### src/rtl/rv32i_types.sv
// Shared types for the memory port arbiter: FSM states, transaction owner
// and small helpers for beat addressing and word selection.
package rv32i_types;

    typedef enum logic [2:0] {
        IDLE,
        RD_ISSUE,
        RD_WAIT,
        WR_ISSUE,
        RESP
    } mem_arb_state_t;

    typedef enum logic {
        OWN_I,
        OWN_D
    } mem_owner_t;

    // Aligns a byte address down to its 64-bit beat.
    function automatic logic [31:0] beat_addr(input logic [31:0] addr);
        return {addr[31:3], 3'b000};
    endfunction

    // Picks the 32-bit word of a beat addressed by bit 2 of the address.
    function automatic logic [31:0] word_select(input logic [63:0] beat, input logic half);
        return half ? beat[63:32] : beat[31:0];
    endfunction

endpackage

### src/rtl/mem_port_arbiter_if.sv
// Bundle of the core-side fetch/data ports and the backing-memory port.
// The arbiter uses the slave view; the core and memory use the master view.
interface mem_port_arbiter_if;

    logic        flush;

    logic [31:0] imem_addr;
    logic        input_valid;
    logic [31:0] imem_rdata;
    logic [31:0] imem_raddr;
    logic        imem_resp;
    logic        imem_stall;

    logic [31:0] dmem_addr;
    logic [3:0]  dmem_rmask;
    logic [3:0]  dmem_wmask;
    logic [31:0] dmem_wdata;
    logic [31:0] dmem_rdata;
    logic        dmem_resp;

    logic [31:0] bmem_addr;
    logic        bmem_read;
    logic        bmem_write;
    logic [63:0] bmem_wdata;
    logic        bmem_ready;
    logic [31:0] bmem_raddr;
    logic [63:0] bmem_rdata;
    logic        bmem_rvalid;

    modport slave (
        input  flush,
        input  imem_addr, input_valid,
        output imem_rdata, imem_raddr, imem_resp, imem_stall,
        input  dmem_addr, dmem_rmask, dmem_wmask, dmem_wdata,
        output dmem_rdata, dmem_resp,
        output bmem_addr, bmem_read, bmem_write, bmem_wdata,
        input  bmem_ready, bmem_raddr, bmem_rdata, bmem_rvalid
    );

    modport master (
        output flush,
        output imem_addr, input_valid,
        input  imem_rdata, imem_raddr, imem_resp, imem_stall,
        output dmem_addr, dmem_rmask, dmem_wmask, dmem_wdata,
        input  dmem_rdata, dmem_resp,
        input  bmem_addr, bmem_read, bmem_write, bmem_wdata,
        output bmem_ready, bmem_raddr, bmem_rdata, bmem_rvalid
    );

endinterface

### src/rtl/beat_merge.sv
// Byte-masked merge of a 32-bit store word into one half of a 64-bit beat.
// Purely combinational so it can be shared with the cache write path.
module beat_merge (
    input  logic [63:0] beat,
    input  logic [31:0] wdata,
    input  logic [3:0]  wmask,
    input  logic        half,
    output logic [63:0] merged
);

    // Replace each enabled byte lane inside the half selected by address bit 2.
    always_comb begin
        merged = beat;
        for (int i = 0; i < 4; i++) begin
            if (wmask[i]) begin
                if (half) begin
                    merged[32 + 8*i +: 8] = wdata[8*i +: 8];
                end else begin
                    merged[8*i +: 8] = wdata[8*i +: 8];
                end
            end
        end
    end

endmodule

### src/rtl/mem_port_arbiter.sv
// Arbitrates instruction fetch and load/store onto one 64-bit backing-memory
// port, one transaction at a time, with read-modify-write for sub-beat stores
// and suppression of fetch responses squashed by a pipeline flush.
module mem_port_arbiter #(
    parameter bit FAIR_ALTERNATE = 1'b1
) (
    input logic              clk,
    input logic              rst,
    mem_port_arbiter_if.slave bus
);

    import rv32i_types::*;

    mem_arb_state_t state;
    mem_owner_t     owner;
    logic [31:0]    lat_addr;
    logic [3:0]     lat_wmask;
    logic [31:0]    lat_wdata;
    logic [63:0]    beat;
    logic           squash;
    logic           last_was_data;

    logic [63:0]    merged;
    logic           data_req;
    logic           fetch_sel;
    logic           data_sel;
    logic           resp_pending;
    logic           is_store;

    // While a response pulse is still visible the requester has not yet had a
    // chance to drop or change its request, so IDLE must not sample it.
    assign resp_pending = bus.imem_resp | bus.dmem_resp;
    assign data_req     = (bus.dmem_rmask != 4'b0000) | (bus.dmem_wmask != 4'b0000);
    assign fetch_sel    = ~resp_pending & bus.input_valid & ~bus.flush &
                          (~data_req | (FAIR_ALTERNATE & last_was_data));
    assign data_sel     = ~resp_pending & data_req & ~fetch_sel;
    assign is_store     = (owner == OWN_D) & (lat_wmask != 4'b0000);
    assign bus.imem_stall = rst & bus.input_valid & ~((state == IDLE) & fetch_sel);

    beat_merge u_beat_merge (
        .beat   (bus.bmem_rdata),
        .wdata  (lat_wdata),
        .wmask  (lat_wmask),
        .half   (lat_addr[2]),
        .merged (merged)
    );

    // Transaction FSM with registered bmem requests and requester responses.
    always_ff @(posedge clk) begin
        if (!rst) begin
            state          <= IDLE;
            owner          <= OWN_I;
            lat_addr       <= '0;
            lat_wmask      <= '0;
            lat_wdata      <= '0;
            beat           <= '0;
            squash         <= 1'b0;
            last_was_data  <= 1'b0;
            bus.imem_rdata <= '0;
            bus.imem_raddr <= '0;
            bus.imem_resp  <= 1'b0;
            bus.dmem_rdata <= '0;
            bus.dmem_resp  <= 1'b0;
            bus.bmem_addr  <= '0;
            bus.bmem_read  <= 1'b0;
            bus.bmem_write <= 1'b0;
            bus.bmem_wdata <= '0;
        end else begin
            case (state)
                IDLE: begin
                    bus.imem_resp <= 1'b0;
                    bus.dmem_resp <= 1'b0;
                    if (fetch_sel) begin
                        owner         <= OWN_I;
                        lat_addr      <= bus.imem_addr;
                        lat_wmask     <= 4'b0000;
                        bus.bmem_addr <= beat_addr(bus.imem_addr);
                        bus.bmem_read <= 1'b1;
                        state         <= RD_ISSUE;
                    end else if (data_sel) begin
                        owner         <= OWN_D;
                        lat_addr      <= bus.dmem_addr;
                        lat_wmask     <= bus.dmem_wmask;
                        lat_wdata     <= bus.dmem_wdata;
                        bus.bmem_addr <= beat_addr(bus.dmem_addr);
                        bus.bmem_read <= 1'b1;
                        state         <= RD_ISSUE;
                    end
                end
                RD_ISSUE: begin
                    if (bus.flush && owner == OWN_I) begin
                        squash <= 1'b1;
                    end
                    if (bus.bmem_ready) begin
                        bus.bmem_read <= 1'b0;
                        state         <= RD_WAIT;
                    end
                end
                RD_WAIT: begin
                    if (bus.flush && owner == OWN_I) begin
                        squash <= 1'b1;
                    end
                    if (bus.bmem_rvalid && bus.bmem_raddr == bus.bmem_addr) begin
                        if (is_store) begin
                            beat           <= merged;
                            bus.bmem_wdata <= merged;
                            bus.bmem_write <= 1'b1;
                            state          <= WR_ISSUE;
                        end else begin
                            beat  <= bus.bmem_rdata;
                            state <= RESP;
                        end
                    end
                end
                WR_ISSUE: begin
                    if (bus.bmem_ready) begin
                        bus.bmem_write <= 1'b0;
                        state          <= RESP;
                    end
                end
                RESP: begin
                    if (owner == OWN_I) begin
                        if (!squash && !bus.flush) begin
                            bus.imem_resp  <= 1'b1;
                            bus.imem_rdata <= word_select(beat, lat_addr[2]);
                            bus.imem_raddr <= lat_addr;
                        end
                    end else begin
                        bus.dmem_resp  <= 1'b1;
                        bus.dmem_rdata <= word_select(beat, lat_addr[2]);
                    end
                    last_was_data <= (owner == OWN_D);
                    squash        <= 1'b0;
                    state         <= IDLE;
                end
                default: begin
                    state <= IDLE;
                end
            endcase
        end
    end

endmodule

### src/flat_wrapper.sv
// flat-port wrapper written by rule: the top's interface ports become plain ports
module mem_port_arbiter_flat import rv32i_types::*;
#(
    parameter bit FAIR_ALTERNATE = 1'b1
)
  (clk, rst, bus_flush, bus_imem_addr, bus_input_valid, bus_imem_rdata, bus_imem_raddr, bus_imem_resp, bus_imem_stall, bus_dmem_addr, bus_dmem_rmask, bus_dmem_wmask, bus_dmem_wdata, bus_dmem_rdata, bus_dmem_resp, bus_bmem_addr, bus_bmem_read, bus_bmem_write, bus_bmem_wdata, bus_bmem_ready, bus_bmem_raddr, bus_bmem_rdata, bus_bmem_rvalid);
  mem_port_arbiter_if bus_i ();
  input logic clk;
  input logic rst;
  input wire logic [$bits(bus_i.flush)-1:0] bus_flush;
  input wire logic [$bits(bus_i.imem_addr)-1:0] bus_imem_addr;
  input wire logic [$bits(bus_i.input_valid)-1:0] bus_input_valid;
  output wire logic [$bits(bus_i.imem_rdata)-1:0] bus_imem_rdata;
  output wire logic [$bits(bus_i.imem_raddr)-1:0] bus_imem_raddr;
  output wire logic [$bits(bus_i.imem_resp)-1:0] bus_imem_resp;
  output wire logic [$bits(bus_i.imem_stall)-1:0] bus_imem_stall;
  input wire logic [$bits(bus_i.dmem_addr)-1:0] bus_dmem_addr;
  input wire logic [$bits(bus_i.dmem_rmask)-1:0] bus_dmem_rmask;
  input wire logic [$bits(bus_i.dmem_wmask)-1:0] bus_dmem_wmask;
  input wire logic [$bits(bus_i.dmem_wdata)-1:0] bus_dmem_wdata;
  output wire logic [$bits(bus_i.dmem_rdata)-1:0] bus_dmem_rdata;
  output wire logic [$bits(bus_i.dmem_resp)-1:0] bus_dmem_resp;
  output wire logic [$bits(bus_i.bmem_addr)-1:0] bus_bmem_addr;
  output wire logic [$bits(bus_i.bmem_read)-1:0] bus_bmem_read;
  output wire logic [$bits(bus_i.bmem_write)-1:0] bus_bmem_write;
  output wire logic [$bits(bus_i.bmem_wdata)-1:0] bus_bmem_wdata;
  input wire logic [$bits(bus_i.bmem_ready)-1:0] bus_bmem_ready;
  input wire logic [$bits(bus_i.bmem_raddr)-1:0] bus_bmem_raddr;
  input wire logic [$bits(bus_i.bmem_rdata)-1:0] bus_bmem_rdata;
  input wire logic [$bits(bus_i.bmem_rvalid)-1:0] bus_bmem_rvalid;
  assign bus_i.flush = bus_flush;
  assign bus_i.imem_addr = bus_imem_addr;
  assign bus_i.input_valid = bus_input_valid;
  assign bus_imem_rdata = bus_i.imem_rdata;
  assign bus_imem_raddr = bus_i.imem_raddr;
  assign bus_imem_resp = bus_i.imem_resp;
  assign bus_imem_stall = bus_i.imem_stall;
  assign bus_i.dmem_addr = bus_dmem_addr;
  assign bus_i.dmem_rmask = bus_dmem_rmask;
  assign bus_i.dmem_wmask = bus_dmem_wmask;
  assign bus_i.dmem_wdata = bus_dmem_wdata;
  assign bus_dmem_rdata = bus_i.dmem_rdata;
  assign bus_dmem_resp = bus_i.dmem_resp;
  assign bus_bmem_addr = bus_i.bmem_addr;
  assign bus_bmem_read = bus_i.bmem_read;
  assign bus_bmem_write = bus_i.bmem_write;
  assign bus_bmem_wdata = bus_i.bmem_wdata;
  assign bus_i.bmem_ready = bus_bmem_ready;
  assign bus_i.bmem_raddr = bus_bmem_raddr;
  assign bus_i.bmem_rdata = bus_bmem_rdata;
  assign bus_i.bmem_rvalid = bus_bmem_rvalid;
  mem_port_arbiter #(.FAIR_ALTERNATE(FAIR_ALTERNATE)) u_core (.clk(clk), .rst(rst), .bus(bus_i));
endmodule
### config.mk
export PLATFORM = sky130hd
export DESIGN_NAME = mem_port_arbiter_flat
export DESIGN_NICKNAME = d
export VERILOG_FILES = /design/src/rtl/rv32i_types.sv /design/src/rtl/mem_port_arbiter_if.sv /design/src/rtl/beat_merge.sv /design/src/rtl/mem_port_arbiter.sv /design/src/flat_wrapper.sv
export SDC_FILE = /design/constraint.sdc
export NUM_CORES = 1
export LEC_CHECK = 0
export ABC_AREA = 1
export CAP_MARGIN = 20
export CORE_ASPECT_RATIO = 1.1
export CORE_MARGIN = 1
export CORE_UTILIZATION = 45
export DETAILED_ROUTE_END_ITERATION = 12
export PLACE_DENSITY = 0.77
export SETUP_SLACK_MARGIN = 0.2
export SYNTH_ARGS = -nofsm -noshare
export SYNTH_HDL_FRONTEND = slang
export SYNTH_HIERARCHICAL = 1
export SYNTH_SLANG_ARGS = --single-unit
### constraint.sdc
create_clock -name clk -period 1.9 [get_ports clk]
set_clock_uncertainty 0.05 [all_clocks]
set_input_delay 0.285 -clock clk [delete_from_list [all_inputs] [get_ports clk]]
set_output_delay 0.285 -clock clk [all_outputs]
set_load 0.02 [all_outputs]
==> flow_summary.yaml <==
worst_setup_path:
  worst-path-buf-inv: 4
  arrival_ns: 2.34
  cpLargestDelayFamily: "simple AND/OR/NAND/NOR gates"
  cpPeakStageDelay_ns: 0.38
  critPathSlowestCell: "dfxtp_1"
  cp_data_required_time_ns: 2.26
  cp-end-kind: "register"
  path_max_fanout: 6
  cpMostUsedCell: "nand2_1"
  start_kind: "register"
  path_cells: "inv_1, nand2_1, nand2_1, nand2_1, nor2_1, nand2_1, nor2_4, buf_4, nand2_8, clkinv_8, buf_4, a21oi_1, nor2_1"
  rrSetupSlack_ns: -0.08
  path_class: "register to register"
layout:
  nets: 2857
  area_delta_synth_final_pct: 51.0
  drive_gt1_frac: 0.139
  fillers: 2565
  num_antenna_cells: 0
  fin_area_sq_um: 22300
clock_tree:
  numCtsBuffers: 34
  clk_latency_ns: 0.52
  cts_root_buffer: "clkbuf_16"
  clk_path_buf_depth: 3
  htree_num_levels: 2
  cts_tree: "done"
  clkSinkCount: 302
  clkSlewWorstSetupHoldPaths_ns: 0.06
status:
  violations: "negative setup slack"
  run_status: "finished, violations left"
logic_synthesis:
  yosysMostFrequentCell: "nand2_1"
  avgSynthCellArea_sq_um: 6.56
  synth_common_cells: "nand2_1, nor2_1, dfxtp_1"
  ys_types: 40
  synth_seq_cells: 302
  synth-seq-area-share: 0.410
  yosysWarnings: 6
  syn-cell-area_sq_um: 14700
  ys.flop_type: "dfxtp_1"
  yosys.area.top_type: "dfxtp_1"
  yosysTopAreaCellShare: 0.410
  syn_inst: 2248
  synth-edff-count: 0
  async_reset_ff_frac: 0
  synthTopCellsByArea: "dfxtp_1, nand2_1, nor2_1"
drt:
  routed_wl_mm: 60.0
  remaining_drc_errors: 0
  postRouteAntennaNets: 0
  drtPass1Iterations: 6
  routedWlPerCell_um: 19.4
  viasPerCell: 5.41
  vias: 16800
  drt_iter0_drc: 1766
global_route:
  grt_pass1_wl_mm: 81.9
  grt_max_degree: 123
  overflow: 0
  antenna_found_initial: 0
  grt_pass1_vias: 14800
  grtUsageTotal: 0.314
floorplanning:
  dieArea_sq_um: 33500
  die-height_um: 192
  ioPinCount: 403
  die_width_um: 175
  core.rowCount: 69
  core_area_sq_um: 32300
  initial_core_util: 0.457
worst_hold_path:
  hold_class: "primary input to register"
timing:
  hold_viol_final: 0
  rsz0062_at_grt: "true"
  drv_slew: 0
  setup_viol: 79
  relSlewSlack: 0.456
  fin_crit_sh: 1.04
  fmax_ghz: 0.505
  finalWorstSetupSlack_ns: -0.0787
  tightestPinTransition_ns: 0.816
  finalCriticalPeriod_ns: 1.98
placed_design:
  dp.final_hpwl_mm: 39.6
  placement.io_buffers: 399
  routabilityCongestion: 0.927
  place_area_sq_um: 19500
pwr:
  power_w: 0.0258
  leakage_nw: 12.1
  p_per_area_nw_per_um2: 1160
  vdd.ir_drop.worst_uv: 998
run:
  cap_violations: 0
[flip-flops by register name (all words and copies together) (netlist names)]
register / flops
u_core/beat: 64
u_core/bus.bmem_addr: 1
u_core/bus.bmem_read: 1
u_core/bus.bmem_wdata: 64
u_core/bus.bmem_write: 1
u_core/bus.dmem_rdata: 32
u_core/bus.dmem_resp: 1
u_core/bus.imem_raddr: 32
u_core/bus.imem_rdata: 32
u_core/bus.imem_resp: 1
u_core/last_was_data: 1
u_core/lat_addr: 31
u_core/lat_wdata: 32
u_core/lat_wmask: 4
u_core/owner: 1
u_core/squash: 1
u_core/state: 3
[logic make-up (layout without fill, tap and decap cells)]
| family | count (synthesis) | count (layout) | share of synthesized area |
|---|---|---|---|
| other | 1 | 3 | 0.000254 |
| AOI/OAI and AO/OA | 381 | 381 | 0.134 |
| xor gates and xnor gates | 20 | 20 | 0.0119 |
| buffers and inverters | 357 | 780 | 0.113 |
| DFF | 302 | 302 | 0.410 |
| and+or+nand+nor | 1187 | 1187 | 0.331 |
[worst min-delay path, cell delays in order]
cell and delay [ns]:
buf_6 0.14, nand2_1 0.07, nor2_1 0.04
[where the power goes]
part	internal (W)	switching (W)	total (W)	leakage, nW
combinational	0.00462	0.00658	0.0112	9.10
clock	0.00395	0.00266	0.00661	0.542
sequential	0.00717	0.000858	0.00803	2.45
[layer usage]
| layer | routed length (um) | up-vias | GRT usage |
|---|---|---|---|
| li1 | - | 7943 | - |
| met5 | 0 | - | 0 |
| met4 | 3550 | 0 | 0.158 |
| met1 | 23700 | 7743 | 0.398 |
| met2 | 27900 | 923 | 0.522 |
| met3 | 4800 | 157 | 0.0432 |
[path summary, 6_finish.rpt]
path	end	start	depth (start not counted)
min reg2reg	u_core/bus.dmem_rdata[6]	u_core/bus.dmem_rdata[6]	2
min	u_core/beat[26]	rst	3
max	u_core/bus.bmem_wdata[25]	u_core/lat_addr[14]	13
max reg2reg	u_core/bus.bmem_wdata[25]	u_core/lat_addr[14]	13
[layout by cell type, fill, tap and decap left out, types with 5 or more instances in the layout]
master / n
nand2_4: 17
inv_1: 159
o21ai_2: 5
xnor2_2: 12
nor2_2: 10
nand2_2: 25
clkdlybuf4s15_1: 9
nor2_1: 325
buf_16: 5
clkinv_2: 5
o21ai_1: 30
nand3_1: 198
clkbuf_2: 6
dfxtp_1: 287
dlymetal6s2s_1: 139
clkdlybuf4s50_1: 204
o21ai_0: 162
clkbuf_1: 9
buf_6: 12
a21oi_1: 140
dlygate4sd2_1: 39
nand3_2: 39
buf_4: 93
nor2_4: 6
a31oi_1: 32
nand2_1: 549
clkbuf_16: 51
a21oi_2: 6
buf_12: 25
dfxtp_2: 14
[repair_timing]
action,4_1_cts,5_1_grt
setup endpoints to repair,400,440
pin swaps,36,34
setup buffers,2,11
gates resized for setup,147,280
cloned,1,24
endpoints found under the hold margin,1,0
hold buffers,1,0
[layout make-up]
class,instances,area [sq um],share of cell area
Clock buffer,45,912,0.0410
Clock inverter,13,190,0.00854
Inverter,167,676,0.0303
Multi-Input combinational cell,1591,7670,0.344
Sequential cell,302,6070,0.272
Tap cell,426,533,0.0239
Timing Repair Buffer,553,6190,0.278
Timing Repair inverter,2,32.5,0.00146
[through the flow]
step | hold WS, ns | worst slack, ns | TNS (ns) | utilization | std cells
global route | 0.0142 | -0.179 | -18.59 | 0.690 | 3099
floorplan | 0.391 | 0.205 | 0 | - | 2250
global placement | 0.398 | -0.493 | -78.87 | 0.603 | 3002
detailed placement | 0.403 | -0.531 | -83.77 | 0.603 | 3002
CTS | 0.00195 | -0.0726 | -0.0749 | 0.648 | 3064
finish | 0.0129 | -0.0787 | -2.07 | 0.690 | 3099
Note: power is estimated with default switching activity, not from simulation.
